### src/rtl/param_sync_fifo_if.sv
// Handshake and status bundle for param_sync_fifo; the slave modport is the FIFO side.
interface param_sync_fifo_if #(
  parameter int DATA_WIDTH = 8,
  parameter int ADDR_WIDTH = 3
);
  logic                  write_signal;
  logic [DATA_WIDTH-1:0] data_in;
  logic                  read_signal;
  logic [DATA_WIDTH-1:0] data_out;
  logic                  data_valid;
  logic                  data_permission;
  logic                  read_permission;
  logic                  almost_full;
  logic                  almost_empty;
  logic [ADDR_WIDTH:0]   fill_count;
  logic                  overflow;
  logic                  underflow;

  modport master (
    output write_signal, data_in, read_signal,
    input  data_out, data_valid, data_permission, read_permission,
    input  almost_full, almost_empty, fill_count, overflow, underflow
  );

  modport slave (
    input  write_signal, data_in, read_signal,
    output data_out, data_valid, data_permission, read_permission,
    output almost_full, almost_empty, fill_count, overflow, underflow
  );
endinterface

### src/rtl/param_sync_fifo.sv
// Single-clock FIFO with registered read data, fill-level flags and optional sticky
// overflow/underflow flags enabled by defining FIFO_ERR_FLAG_EN.
module param_sync_fifo #(
  parameter int DATA_WIDTH      = 8,
  parameter int ADDR_WIDTH      = 3,
  parameter int ALMOST_FULL_TH  = 6,
  parameter int ALMOST_EMPTY_TH = 1
) (
  input logic                clk,
  input logic                rst,
  param_sync_fifo_if.slave   bus
);
  localparam int DEPTH = 1 << ADDR_WIDTH;
  localparam int PW    = ADDR_WIDTH + 1;

  logic [DATA_WIDTH-1:0] mem [DEPTH];
  logic [PW-1:0]         wptr_q, wptr_d;
  logic [PW-1:0]         rptr_q, rptr_d;
  logic [PW-1:0]         count_q, count_d;
  logic [DATA_WIDTH-1:0] data_out_q, data_out_d;
  logic                  data_valid_q, data_valid_d;
  logic                  full_s, empty_s, wr_en_s, rd_en_s;

  // Acceptance is decided from the registered count only, so full+both favours the
  // read and empty+both favours the write without any extra arbitration.
  always_comb begin
    full_s  = (count_q == PW'(DEPTH));
    empty_s = (count_q == '0);
    wr_en_s = bus.write_signal & ~full_s;
    rd_en_s = bus.read_signal & ~empty_s;
  end

  // Next-state for pointers, count and read data.
  always_comb begin
    wptr_d       = wptr_q;
    rptr_d       = rptr_q;
    count_d      = count_q;
    data_out_d   = data_out_q;
    data_valid_d = rd_en_s;
    if (wr_en_s) begin
      wptr_d = wptr_q + PW'(1);
    end else begin
      wptr_d = wptr_q;
    end
    if (rd_en_s) begin
      rptr_d     = rptr_q + PW'(1);
      data_out_d = mem[rptr_q[ADDR_WIDTH-1:0]];
    end else begin
      rptr_d     = rptr_q;
      data_out_d = data_out_q;
    end
    case ({wr_en_s, rd_en_s})
      2'b10:   count_d = count_q + PW'(1);
      2'b01:   count_d = count_q - PW'(1);
      default: count_d = count_q;
    endcase
  end

  // Control state register with synchronous reset.
  always_ff @(posedge clk) begin
    if (rst) begin
      wptr_q       <= '0;
      rptr_q       <= '0;
      count_q      <= '0;
      data_out_q   <= '0;
      data_valid_q <= 1'b0;
    end else begin
      wptr_q       <= wptr_d;
      rptr_q       <= rptr_d;
      count_q      <= count_d;
      data_out_q   <= data_out_d;
      data_valid_q <= data_valid_d;
    end
  end

  // Storage array; contents survive reset but become unreachable once pointers clear.
  always_ff @(posedge clk) begin
    if (!rst && wr_en_s) begin
      mem[wptr_q[ADDR_WIDTH-1:0]] <= bus.data_in;
    end
  end

`ifdef FIFO_ERR_FLAG_EN
  logic overflow_q, overflow_d;
  logic underflow_q, underflow_d;

  // Rejected requests latch their error flag until reset.
  always_comb begin
    overflow_d  = overflow_q  | (bus.write_signal & full_s);
    underflow_d = underflow_q | (bus.read_signal & empty_s);
  end

  // Sticky error flag registers.
  always_ff @(posedge clk) begin
    if (rst) begin
      overflow_q  <= 1'b0;
      underflow_q <= 1'b0;
    end else begin
      overflow_q  <= overflow_d;
      underflow_q <= underflow_d;
    end
  end

  assign bus.overflow  = overflow_q;
  assign bus.underflow = underflow_q;
`else
  assign bus.overflow  = 1'b0;
  assign bus.underflow = 1'b0;
`endif

  assign bus.data_out        = data_out_q;
  assign bus.data_valid      = data_valid_q;
  assign bus.fill_count      = count_q;
  assign bus.data_permission = ~full_s;
  assign bus.read_permission = ~empty_s;
  assign bus.almost_full     = (count_q >= PW'(ALMOST_FULL_TH));
  assign bus.almost_empty    = (count_q <= PW'(ALMOST_EMPTY_TH));
endmodule

### src/flat_wrapper.sv
// flat-port wrapper written by rule: the top's interface ports become plain ports
module param_sync_fifo_flat 
#(
  parameter int DATA_WIDTH      = 8,
  parameter int ADDR_WIDTH      = 3,
  parameter int ALMOST_FULL_TH  = 6,
  parameter int ALMOST_EMPTY_TH = 1
)
  (clk, rst, bus_write_signal, bus_data_in, bus_read_signal, bus_data_out, bus_data_valid, bus_data_permission, bus_read_permission, bus_almost_full, bus_almost_empty, bus_fill_count, bus_overflow, bus_underflow);
  param_sync_fifo_if #(.DATA_WIDTH(DATA_WIDTH), .ADDR_WIDTH(ADDR_WIDTH)) bus_i ();
  input logic clk;
  input logic rst;
  input wire logic [$bits(bus_i.write_signal)-1:0] bus_write_signal;
  input wire logic [$bits(bus_i.data_in)-1:0] bus_data_in;
  input wire logic [$bits(bus_i.read_signal)-1:0] bus_read_signal;
  output wire logic [$bits(bus_i.data_out)-1:0] bus_data_out;
  output wire logic [$bits(bus_i.data_valid)-1:0] bus_data_valid;
  output wire logic [$bits(bus_i.data_permission)-1:0] bus_data_permission;
  output wire logic [$bits(bus_i.read_permission)-1:0] bus_read_permission;
  output wire logic [$bits(bus_i.almost_full)-1:0] bus_almost_full;
  output wire logic [$bits(bus_i.almost_empty)-1:0] bus_almost_empty;
  output wire logic [$bits(bus_i.fill_count)-1:0] bus_fill_count;
  output wire logic [$bits(bus_i.overflow)-1:0] bus_overflow;
  output wire logic [$bits(bus_i.underflow)-1:0] bus_underflow;
  assign bus_i.write_signal = bus_write_signal;
  assign bus_i.data_in = bus_data_in;
  assign bus_i.read_signal = bus_read_signal;
  assign bus_data_out = bus_i.data_out;
  assign bus_data_valid = bus_i.data_valid;
  assign bus_data_permission = bus_i.data_permission;
  assign bus_read_permission = bus_i.read_permission;
  assign bus_almost_full = bus_i.almost_full;
  assign bus_almost_empty = bus_i.almost_empty;
  assign bus_fill_count = bus_i.fill_count;
  assign bus_overflow = bus_i.overflow;
  assign bus_underflow = bus_i.underflow;
  param_sync_fifo #(.DATA_WIDTH(DATA_WIDTH), .ADDR_WIDTH(ADDR_WIDTH), .ALMOST_FULL_TH(ALMOST_FULL_TH), .ALMOST_EMPTY_TH(ALMOST_EMPTY_TH)) u_core (.clk(clk), .rst(rst), .bus(bus_i));
endmodule
### config.mk
export PLATFORM = sky130hd
export DESIGN_NAME = param_sync_fifo_flat
export DESIGN_NICKNAME = d
export VERILOG_FILES = /design/src/rtl/param_sync_fifo_if.sv /design/src/rtl/param_sync_fifo.sv /design/src/flat_wrapper.sv
export SDC_FILE = /design/constraint.sdc
export NUM_CORES = 1
export LEC_CHECK = 0
export BUFFER_PORTS_ARGS = -buffer_cell sky130_fd_sc_hd__buf_2
export CAP_MARGIN = 20
export CORE_MARGIN = 8
export CORE_UTILIZATION = 60
export DETAILED_ROUTE_END_ITERATION = 8
export PLACE_DENSITY = 0.86
export SETUP_SLACK_MARGIN = 0.2
export SKIP_CTS_REPAIR_TIMING = 1
export SLEW_MARGIN = 5
export SYNTH_ARGS = -nofsm -noshare
export SYNTH_HDL_FRONTEND = slang
export SYNTH_SLANG_ARGS = --single-unit
### constraint.sdc
create_clock -name clk -period 5.8 [get_ports clk]
set_input_delay 0 -clock clk [delete_from_list [all_inputs] [get_ports clk]]
set_output_delay 0 -clock clk [all_outputs]
set_load 0.02 [all_outputs]
==> After elaboration in Yosys (flattened, before gate mapping) <==
Memory sizes are Yosys's and may differ from the RTL's. A register that Yosys moved wholly into a read port is not among the register bits.
Index checks and enable logic that the tools add are counted.
{ "op_classes": {"n_lt_le_gt_ge": 2, "add_sub_neg": 4, "mux": 3, "n_eq_ne": 3, "n_reduce_logical": 4, "bitwise": 4} }
{ "op_table": {"columns": ["op", "n"], "rows": [
  ["$add 4x1->4 const B", 3],
  ["$pmux 4 s2", 1],
  ["$eq 4x4->1 const B", 1],
  ["$ge 4x3->1 const B", 1],
  ["$le 4x1->1 const B", 1],
  ["$logic_not 4->1", 1],
  ["$sub 4x1->4 const B", 1],
  ["$and 1x1->1", 2],
  ["$eq 2x1->1 const B", 1],
  ["$eq 2x2->1 const B", 1],
  ["$mux 1", 2],
  ["$not 1->1", 2],
  ["$reduce_bool 2->1", 1],
  ["$logic_and 1x1->1", 1],
  ["$logic_not 1->1", 1]
]} }
{ "word_totals": {"mem_bits_rw": 64, "inputBits": 12, "memories": 1, "reg_bits": 13, "wordCells": 25} }
{ "mem_list": {"columns": ["memory", "words", "width", "read_ports", "rd_clocked_by_memory_dff", "write_ports", "line_no", "source"], "rows": [
  ["u_core.mem", 8, 8, 1, 1, 1, "param_sync_fifo.sv:16", "logic [DATA_WIDTH-1:0] mem [DEPTH];"]
]} }

==> Depth between registers and ports, before layout <==
{ "depth": {"depth_word": 6, "mapped_depth": 10, "ltp_nobuf": 9} }

==> Worst setup path after synthesis <==
Ideal clock, no wire load.
{ "synth_path": {"path_kind": "register to register", "startpoint": "reg u_core.count_q[0] (netlist: u_core.bus.fill_count[0])", "endpoint": "mem u_core.mem[0][0], enable pin", "arrival_ns": 2.392, "path_stages_with_launch": 7, "synth_period_minus_slack_ns": 2.787, "setup_ns": 0.395, "required_time_ns": 5.405, "n_path_buf": 0, "slack_ns": 3.013, "path_cell_list": "dfxtp_1 inv_1 ha_1 nand3b_1 nand2_1 or2_1 nor4_1"} }
{ "synth_between": {"elab_chain_cells": 6} }
{ "synth_rtl": {"columns": ["item", "line_no", "source"], "rows": [
  ["start, declared", "param_sync_fifo.sv:19", "logic [PW-1:0] count_q, count_d;"],
  ["start signal, assigned", "param_sync_fifo.sv:70", "count_q <= count_d;"],
  ["$eq 4x4->1", "param_sync_fifo.sv:27", "full_s = (count_q == PW'(DEPTH));"],
  ["$not 1->1", null, null],
  ["named net bus_data_permission", "flat_wrapper.sv:18", "output wire logic [$bits(bus_i.data_permission)-1:0] bus_data_permission;"],
  ["$and 1x1->1", "param_sync_fifo.sv:29", "wr_en_s = bus.write_signal & ~full_s;"],
  ["$logic_and 1x1->1", "param_sync_fifo.sv:78", "if (!rst && wr_en_s) begin"],
  ["$mux 1", "param_sync_fifo.sv:78", null],
  ["$mux 1 (implied by the code)", "param_sync_fifo.sv:79", "mem[wptr_q[ADDR_WIDTH-1:0]] <= bus.data_in;"],
  ["end, declared", "param_sync_fifo.sv:16", null]
]} }
The timed path passes the listed nets, and every way through them passes these cells.

==> Worst setup path in the final report <==
{ "layout_path": {"startpoint": "reg u_core.count_q[0] (netlist: u_core.bus.fill_count[0])", "endpoint": "mem u_core.mem[0][0], enable pin"} }
{ "layout_between": {"elab_chain_cells": 6} }
{ "layout_rtl": {"columns": ["item", "line_no"], "rows": [
  ["$eq 4x4->1", "param_sync_fifo.sv:27"],
  ["$not 1->1", "param_sync_fifo.sv:29"],
  ["$and 1x1->1", "param_sync_fifo.sv:29"],
  ["$logic_and 1x1->1", "param_sync_fifo.sv:78"],
  ["$mux 1", "param_sync_fifo.sv:78"],
  ["$mux 1 (implied by the code)", "param_sync_fifo.sv:79"]
]} }
Every way passes these cells.

==> impl_metrics.toml <==
[final_layout]
fillers = 363
layout_common_cells = "edfxtp_1, mux2i_1, buf_2"
final_common_cell = "edfxtp_1"
instances_no_fill = 336
final_nets = 279
antenna_cells = 0
seqCellArea_mm2 = 0.002303
multi_input_area_um2 = 969.7
final_core_util_pct = 70.32
area_growth_pct = 14.11
drive_above_1_share_pct = 18.18

[timing]
setup_viol = 0
period_share_pct = 44.51
finClkSkew_ns = 0.008924
hold_violations = 0
timing.final.crit_period_ns = 2.582
finalSetupTns_ns = 0
rsz0062_at_grt = "no"
drv_slew = 0
slew_headroom_pct = 29.41
max_clock_freq_ghz = 0.3873
tightest_slew_ns = 1.059

[clock_tree]
htree_num_levels = 3
clock_latency_ns = 0.34
cts_tree = "built"
cts_root_buffer = "clkbuf_8"
cts_buffers = 9
cts.sinks = 83
cts.path.max_buffers = 2
clk_pin_slew_ns = 0.08

[floorplanning]
die_h_um = 90.75
fp.dieW_um = 90.75
num_io_pins = 31
core_mm2 = 0.005439
start_util_pct = 61.63
rows = 27
die-area_mm2 = 0.008235

[worst_setup_path]
cp.arrival_ns = 2.64
timing.rr.start = "u_core.bus.fill_count[0]"
regToRegSetupSlack_ns = 3.22
r2r_cells = 7
timing.rr.end = "u_core.mem[0][0]"
critical_path.endpoint_type = "register"
cp_data_required_time_ns = 5.86
crit_fanout = 7
endpoint = "u_core.mem[0][0]"
cp-startpoint = "u_core.bus.fill_count[0]"
path_class = "reg -> reg"
crit_path_start_kind = "register"

[power]
p_leak_nw = 1.341
total_power_w = 0.001568
p_comb_share_pct = 23.0
switchingPower_w = 0.0004680
power_density_mw_per_mm2 = 409.8
p_seq_share_pct = 48.8
p_sw_share_pct = 29.86
vdd_drop_max_mv = 0.2694
clock_power_share_pct = 28.1
power.internal_w = 0.001100

[outcome]
status = "completed"

[synth]
synthFlopType = "edfxtp_1"
synthCells = 221
async_flop_share_pct = 0
yosys_warnings = 0
synth_edf_count = 64
ys_seq_area_share_pct = 68.68
synth.distinct_cells = 35
netlist_area_mm2 = 0.003352
avgSynthCellArea_um2 = 15.17
synth-seq-cells = 83

[route]
wirelength_um = 6623
drtPass1Iterations = 4
vias = 1965
drtIter0Drc = 97
wl_per_cell_um = 19.71
ant_nets = 0
route.detailed.drc = 0
vias_per_cell = 5.848

[global_route]
grt_antenna_before_repair = 0
grt_pass1_wl_um = 10360
grt_pass1_vias = 1988
grt_overflow = 0
grt_usage_pct = 16.30
grt_max_degree = 35

[hold_path]
hold_path.class = "in -> reg"

[job]
drv_cap = 0

[placed_design]
placed_cells = 311
io_buffers = 28
routabilityCongestion = 0.7923
dp_hpwl_um = 4224
stage by stage:
stage | hold slack [ns] | cell area, um^2 | setup slack (ns)
after global routing | 0.05474 | 3825 | 2.973
final | 0.01759 | 3825 | 3.218
after detailed placement | 0.2856 | 3526 | 3.245
after global placement | 0.2710 | 3526 | 3.417
after floorplan | 0.09887 | 3356 | 3.013
after CTS | -0.07542 | 3735 | 3.241
cells by family after synthesis:
logic type,after synthesis,synth area share (%)
AOI/OAI and AO/OA,31,7.093
xor gates and xnor gates,6,1.568
adders and majority gates,8,2.986
buffers and inverters,15,2.501
DFF,83,68.68
muxes,34,10.15
other,1,0.1119
and+or+nand+nor,43,6.906
metal layers:
metal / share of wire [%] / global-route usage (%)
met1: 42 / 18.84
met5: 0 / 0
met2: 49 / 25.88
met3: 6.7 / 4.738
met4: 2.5 / 10.54
flip-flops by register name, summed over array words and instances, names as in the netlist:
signal	flops
u_core.mem	64
u_core.bus.data_out	8
u_core.bus.fill_count	4
u_core.rptr_q	3
u_core.wptr_q	3
u_core.bus.data_valid	1
worst min-delay path by stage:
| stage | from | end | cells after the start |
|---|---|---|---|
| 2_1_floorplan | bus_data_in[0] | u_core.mem[0][0] | 0 |
| 3_3_place_gp | bus_data_in[5] | u_core.mem[7][5] | 1 |
| 3_5_place_dp | bus_data_in[5] | u_core.mem[6][5] | 1 |
| 4_1_cts | bus_data_in[4] | u_core.mem[6][4] | 1 |
| 5_1_grt | rst | u_core.bus.fill_count[3] | 2 |
| 6_report | bus_read_signal | u_core.rptr_q[2] | 4 |
synth_stat cells (2+ instances only):
cell type	n	share of area (%)
inv_1	2	0.22
xor2_1	4	1.0
buf_4	2	0.45
mux2i_1	34	10
buf_1	4	0.45
edfxtp_1	64	57
a32o_1	8	2.4
nor2b_1	2	0.37
buf_6	2	0.67
nor2_1	17	1.9
a22oi_1	16	3.6
dfxtp_1	19	11
a21oi_1	4	0.60
buf_2	4	0.60
nand2_1	5	0.56
xnor2_1	2	0.52
nand3_1	4	0.60
ha_1	8	3.0
o21ai_0	2	0.30
nand3b_1	2	0.45
nor4_1	2	0.37
critical path, stage by stage (launching register included):
cell and delay [ns]:
dfxtp_1 0.45, inv_1 0.12, ha_1 0.22, nand3b_1 0.17
nand2_1 0.14, or2_1 0.28, nor4_1 0.64, buf_4 0.28
area by class of cell:
| class | instances | share of cell area, % |
|---|---|---|
| Sequential cell | 83 | 60.22 |
| Multi-Input combinational cell | 124 | 25.35 |
| Timing Repair Buffer | 39 | 6.412 |
| Clock buffer | 11 | 3.435 |
| Tap cell | 72 | 2.355 |
| Clock inverter | 5 | 2.028 |
| Inverter | 2 | 0.1963 |
power groups by stage:
stage	Sequential (W)	Clock [W]	Combinational, W
floorplan	0.000753	0	0.000287
global placement	0.000776	0	0.000348
detailed placement	0.000780	0	0.000358
CTS	0.000765	0.000443	0.000359
global route	0.000774	0.000467	0.000394
finish	0.000765	0.000441	0.000361
No activity file was read; power rests on OpenSTA's default activity.
